**config.mk**
```make
export PLATFORM = sky130hd
export DESIGN_NAME = seq_divsub_16bit
export DESIGN_NICKNAME = d
export VERILOG_FILES = /design/src/rtl/seq_divsub_16bit.sv
export SDC_FILE = /design/constraint.sdc
export NUM_CORES = 1
export LEC_CHECK = 0
export ABC_AREA = 1
export CORE_MARGIN = 1.5
export CORE_UTILIZATION = 55
export DETAILED_ROUTE_END_ITERATION = 12
export PLACE_DENSITY = 0.77
export SLEW_MARGIN = 40
export SYNTH_ARGS = -nofsm -noshare
export SYNTH_HDL_FRONTEND = slang
export SYNTH_SLANG_ARGS = --single-unit
```
**constraint.sdc**
```tcl
create_clock -name clk -period 3.3 [get_ports clk]
set_input_delay 0.99 -clock clk [delete_from_list [all_inputs] [get_ports clk]]
set_output_delay 0.99 -clock clk [all_outputs]
set_load 0.005 [all_outputs]
```
**src/rtl/seq_divsub_16bit.sv**
```systemverilog
// Multi-cycle restoring divider: one quotient bit per cycle, with sign fix-up
// and the adder's 7FFF/8000 clamp on divide-by-zero and signed overflow.
module seq_divsub_16bit #(
  parameter int WIDTH = 16
) (
  input  logic             clk,
  input  logic             rst_n,
  input  logic             start,
  input  logic [WIDTH-1:0] A,
  input  logic [WIDTH-1:0] B,
  input  logic             signed_op,
  output logic             busy,
  output logic             done,
  output logic [WIDTH-1:0] Quot,
  output logic [WIDTH-1:0] Rem,
  output logic             Error
);

  localparam int CW = (WIDTH > 1) ? $clog2(WIDTH) : 1;
  localparam logic [CW-1:0]    CNT_LAST = CW'(WIDTH - 1);
  localparam logic [WIDTH-1:0] SAT_MAX  = {1'b0, {(WIDTH-1){1'b1}}};
  localparam logic [WIDTH-1:0] SAT_MIN  = {1'b1, {(WIDTH-1){1'b0}}};

  typedef enum logic [1:0] {IDLE, CALC, FIX, DONE} state_t;

  state_t           state_q, state_d;
  logic [CW-1:0]    cnt_q, cnt_d;
  logic [WIDTH-1:0] rem_q, rem_d;    // partial remainder (magnitude)
  logic [WIDTH-1:0] quo_q, quo_d;    // dividend magnitude shifting out, quotient shifting in
  logic [WIDTH-1:0] a_q, a_d;
  logic [WIDTH-1:0] b_q, b_d;
  logic             sgn_q, sgn_d;
  logic             divz_q, divz_d;
  logic [WIDTH-1:0] quot_q, quot_d;
  logic [WIDTH-1:0] remo_q, remo_d;
  logic             err_q, err_d;

  logic             sa, sb;
  logic [WIDTH-1:0] bmag;
  logic [WIDTH:0]   rem_sh;
  logic             ge;
  logic [WIDTH-1:0] diff;

  assign sa     = sgn_q & a_q[WIDTH-1];
  assign sb     = sgn_q & b_q[WIDTH-1];
  assign bmag   = sb ? -b_q : b_q;
  assign rem_sh = {rem_q, quo_q[WIDTH-1]};
  assign ge     = (rem_sh >= {1'b0, bmag});
  // When ge holds the true difference is below bmag, so the low bits suffice.
  assign diff   = rem_sh[WIDTH-1:0] - bmag;

  always_comb begin
    state_d = state_q;
    cnt_d   = cnt_q;
    rem_d   = rem_q;
    quo_d   = quo_q;
    a_d     = a_q;
    b_d     = b_q;
    sgn_d   = sgn_q;
    divz_d  = divz_q;
    quot_d  = quot_q;
    remo_d  = remo_q;
    err_d   = err_q;
    case (state_q)
      IDLE: begin
        if (start) begin
          a_d    = A;
          b_d    = B;
          sgn_d  = signed_op;
          quo_d  = (signed_op && A[WIDTH-1]) ? -A : A;
          rem_d  = '0;
          cnt_d  = '0;
          divz_d = (B == '0);
          state_d = (B == '0) ? FIX : CALC;
        end
      end
      CALC: begin
        rem_d = ge ? diff : rem_sh[WIDTH-1:0];
        quo_d = {quo_q[WIDTH-2:0], ge};
        cnt_d = cnt_q + 1'b1;
        if (cnt_q == CNT_LAST) state_d = FIX;
      end
      FIX: begin
        if (divz_q) begin
          quot_d = !sgn_q ? '1 : (sa ? SAT_MIN : SAT_MAX);
          remo_d = a_q;
          err_d  = 1'b1;
        end else if (sgn_q && a_q == SAT_MIN && b_q == '1) begin
          quot_d = SAT_MAX;
          remo_d = '0;
          err_d  = 1'b1;
        end else begin
          quot_d = (sa ^ sb) ? -quo_q : quo_q;
          remo_d = sa ? -rem_q : rem_q;
          err_d  = 1'b0;
        end
        state_d = DONE;
      end
      DONE:    state_d = IDLE;
      default: state_d = IDLE;
    endcase
  end

  always_ff @(posedge clk or negedge rst_n) begin
    if (!rst_n) begin
      state_q <= IDLE;
      cnt_q   <= '0;
      rem_q   <= '0;
      quo_q   <= '0;
      a_q     <= '0;
      b_q     <= '0;
      sgn_q   <= 1'b0;
      divz_q  <= 1'b0;
      quot_q  <= '0;
      remo_q  <= '0;
      err_q   <= 1'b0;
    end else begin
      state_q <= state_d;
      cnt_q   <= cnt_d;
      rem_q   <= rem_d;
      quo_q   <= quo_d;
      a_q     <= a_d;
      b_q     <= b_d;
      sgn_q   <= sgn_d;
      divz_q  <= divz_d;
      quot_q  <= quot_d;
      remo_q  <= remo_d;
      err_q   <= err_d;
    end
  end

  assign busy  = (state_q != IDLE);
  assign done  = (state_q == DONE);
  assign Quot  = quot_q;
  assign Rem   = remo_q;
  assign Error = err_q;

endmodule

```
==> flow_metrics.py <==
metrics = {
    "outcome": {
        "status": "finished clean",
    },
    "global_route": {
        "vias_in_the_first_global_route": 6389,
        "grt_util_all_layers": 0.286,
        "grt_pass1_wl_mm": 32.2,
        "pin_count_of_the_biggest_net_entering_global_routing": 61,
        "antenna_found_initial": 0,
        "grt_overflow": 0,
    },
    "final_layout": {
        "final.fill_count": 1175,
        "antennaDiodeCount": 0,
        "final_nets": 1170,
        "fin_cells": 1288,
        "drive_above_1_share": 0.0917,
        "syn2layout_area_growth_pct": 15.9,
        "layout_commonest_cell": "sky130_fd_sc_hd__nand2_1",
        "final_cell_mix": "sky130_fd_sc_hd__nand2_1 (261), sky130_fd_sc_hd__inv_1 (117), sky130_fd_sc_hd__dfrtp_1 (105), sky130_fd_sc_hd__nor2_1 (102), sky130_fd_sc_hd__nand3_1 (102)",
    },
    "clock_network": {
        "number_of_h_tree_levels": 3,
        "cts.hold.buffers_added": 0,
        "tritoncts": "yes",
        "cts-root-to-sink-buffers": 2,
        "clock-sinks": 105,
        "clkSlewWorstSetupHoldPaths_ns": 0.07,
        "cts-root-buf": "sky130_fd_sc_hd__clkbuf_16",
        "tritoncts.num_buffers": 9,
        "worst_skew_pair.late_latency_ns": 0.36,
    },
    "sta": {
        "worst_clk_skew_ns": 0.00911,
        "finalMaxSlewViolations": 0,
        "fin_ws_ns": 0.199,
        "count_of_final_setup_violators": 0,
        "fmax_ghz": 0.323,
        "slew_headroom": 0.535,
        "period_share": 0.940,
        "post-route-min-period_ns": 3.10,
        "final-hold-violation-count": 0,
        "timing_worst_slew_pin_value_ns": 0.696,
    },
    "critical_path": {
        "worst-path-max-fanout": 6,
        "crit_path_end_kind": "register",
        "worst_path_most_repeated_cell": "sky130_fd_sc_hd__nand2_1",
        "arrival_ns": 3.33,
        "setup.worst_path.start_class": "register",
        "reg2regPathDepth": 20,
        "critical_path_buf_inv_count": 3,
        "cp_cell_sequence": "inv_1, ha_1, nand4_1, nor2_2, nand2_1, nand2_1, nand2_1, xnor2_1, ha_2, nand2_1, nand2_1, inv_1, nand2_1, nand2_1, nand2_2, nor2_8, buf_4, nand3_1, nand3_1, o21ai_1",
        "critical_path_cell_count": 20,
        "critPathKind": "register to register",
        "critical_path_required_ns": 3.53,
        "timing.critical_path.slowest_stage_cell": "sky130_fd_sc_hd__ha_2",
        "critical-path-top-delay-family": "simple AND/OR/NAND/NOR gates",
        "cpPeakStageDelay_ns": 0.42,
    },
    "yosys": {
        "number_of_flops_mapped_to_enable_cells_by_yosys": 0,
        "synth-xor-area-share": 0.0367,
        "synth_top_cell_by_area": "sky130_fd_sc_hd__dfrtp_1",
        "synthDominantCellAreaShare": 0.355,
        "synth_seq_cells": 105,
        "synth_sequential_area_ratio": 0.355,
        "top_post_synthesis_cells_by_area": "sky130_fd_sc_hd__dfrtp_1 (35%), sky130_fd_sc_hd__nand2_1 (13%), sky130_fd_sc_hd__nand3_1 (6.9%)",
        "dominantRegCellSynth": "sky130_fd_sc_hd__dfrtp_1",
        "syn_nets": 1103,
        "synthCells": 1040,
        "synth-compound-area-share": 0.123,
        "synth_area_per_cell_um2": 7.12,
        "postSynth.asyncResetShare": 1.00,
        "share_of_synthesized_cell_area_in_and_or_nand_and_nor_gates": 0.338,
        "post_synth_instance_area_um2": 7400,
        "count_of_cell_types_in_the_netlist": 48,
        "synth_top_family_by_area": "simple AND/OR/NAND/NOR gates",
        "yosys-mux-area-fraction": 0.0137,
        "yosys_warnings": 0,
        "post_synth_fa_ha_maj_area_fraction": 0.0467,
    },
    "detailed_routing": {
        "detail_route.iter0.violations": 579,
        "drc_errors": 0,
        "number_of_search_and_repair_iterations_in_the_first_detailed_routing_pass": 5,
        "route.antenna.remaining_nets": 0,
        "wire_per_inst_um": 15.2,
        "wl_met3_mm": 1.67,
        "vias": 7075,
        "overall_routed_net_length_mm": 19.5,
        "routed_via_density": 5.49,
        "topRoutingLayerUsed": "met4",
        "route.met2.wl_mm": 8.31,
        "detail_route.wirelength.met1_mm": 9.08,
    },
    "worst_hold_path": {
        "worstHoldPathCells": 2,
        "hp-class": "register to register",
    },
    "pwr": {
        "vdd_ir_drop_max_mv": 0.704,
        "power.leakage_nw": 4.24,
        "power.density_cell_area_nw_per_um2": 1230,
    },
    "flow_run": {
        "max_cap_violations": 0,
    },
    "die": {
        "fp.dieArea_um2": 14200,
        "core_um2": 13200,
        "die_width_um": 119,
        "rows": 42,
        "floorplan.initialDensity": 0.561,
        "io-pin-count": 71,
        "dieHeight_um": 119,
    },
    "placement": {
        "gp_congestion": 0.921,
        "port_buffers": 70,
        "dp.final_hpwl_mm": 15.1,
        "dp_worst_setup_slack_ns": 0.109,
        "total_placed_cells_including_tap_cells": 1264,
    },
}
[layer usage]
layer | global-route usage | up-vias
met5 | 0 | -
met4 | 0.0926 | 0
met3 | 0.0522 | 28
met2 | 0.414 | 278
met1 | 0.430 | 3246
li1 | - | 3523
[cell type report]
type	instances	area (um^2)	area share
Clock buffer	10	229	0.0267
Clock inverter	6	45.0	0.00525
Inverter	125	473	0.0551
Multi-Input combinational cell	779	4150	0.483
Sequential cell	105	2630	0.306
Tap cell	176	220	0.0257
Timing Repair Buffer	87	838	0.0977
[per-stage QoR]
stage,power (mW),utilization,cell area (um^2),hold WS [ns],setup TNS [ns]
finish,10.6,0.650,8580,0.483,0
global route,11.6,0.650,8580,0.502,-0.00249
CTS,10.4,0.645,8510,0.488,0
detailed placement,9.37,0.624,8230,0.469,0
global placement,9.26,0.624,8230,0.469,0
floorplan,7.55,-,7400,0.453,0
[timing repair]
action                                  CTS  global route
resized for setup                         0             4
endpoints found under the setup margin    0            17
hold endpoints to repair                  0             0
setup buffers                             0             8
[logic make-up after synthesis]
kind of cell	after synthesis
fa+ha+maj	27
mux	9
xor+xnor	31
flops	105
simple gates	544
buf+inv	156
compound gates	168
[path summary, 6_finish.rpt]
path / start / endpoint / slack, ns
worst max-delay path: b_q[0] / rem_q[3] / 0.20
worst min-delay path: Quot[6] / Quot[6] / 0.48
worst max register to register: b_q[0] / rem_q[3] / 0.20
worst min register to register: Quot[6] / Quot[6] / 0.48
max in group asynchronous: rst_n / a_q[7] / 2.04
min in group asynchronous: rst_n / Rem[15] / 0.54
[cell usage after synthesis, drive strengths merged (4+ instances only)]
master / instances
a21oi: 71
buf: 16
clkbuf: 15
dfrtp: 105
ha: 26
inv: 124
mux2: 9
nand2: 283
nand3: 111
nand4: 14
nor2: 112
nor3: 15
nor4: 4
o211ai: 5
o21ai: 78
o22ai: 7
xnor2: 10
xor2: 21
[sequential cells by signal, summed over array words and instances, names as in the netlist]
register / flops
Error: 1
sgn_q: 1
quo_q: 16
cnt_q: 4
Rem: 16
rem_q: 16
state_q: 2
a_q: 16
Quot: 16
b_q: 16
divz_q: 1
[power by group]
group	leakage, nW	switching [mW]	internal (mW)
Combinational	2.86	4.25	2.70
Sequential	1.26	0.686	1.94
Clock	0.125	0.493	0.513
Total	4.24	5.43	5.16
[worst register-to-register path, cell delays in order (launching register included)]
cell and delay (ns):
sky130_fd_sc_hd__dfrtp_1 0.40, sky130_fd_sc_hd__inv_1 0.10, sky130_fd_sc_hd__ha_1 0.20, sky130_fd_sc_hd__nand4_1 0.16, sky130_fd_sc_hd__nor2_2 0.15, sky130_fd_sc_hd__nand2_1 0.06
sky130_fd_sc_hd__nand2_1 0.10, sky130_fd_sc_hd__nand2_1 0.08, sky130_fd_sc_hd__xnor2_1 0.32, sky130_fd_sc_hd__ha_2 0.42, sky130_fd_sc_hd__nand2_1 0.09, sky130_fd_sc_hd__nand2_1 0.07
sky130_fd_sc_hd__inv_1 0.06, sky130_fd_sc_hd__nand2_1 0.06, sky130_fd_sc_hd__nand2_1 0.07, sky130_fd_sc_hd__nand2_2 0.09, sky130_fd_sc_hd__nor2_8 0.17, sky130_fd_sc_hd__buf_4 0.17
sky130_fd_sc_hd__nand3_1 0.06, sky130_fd_sc_hd__nand3_1 0.08, sky130_fd_sc_hd__o21ai_1 0.07
(Power assumes the default switching activity.)
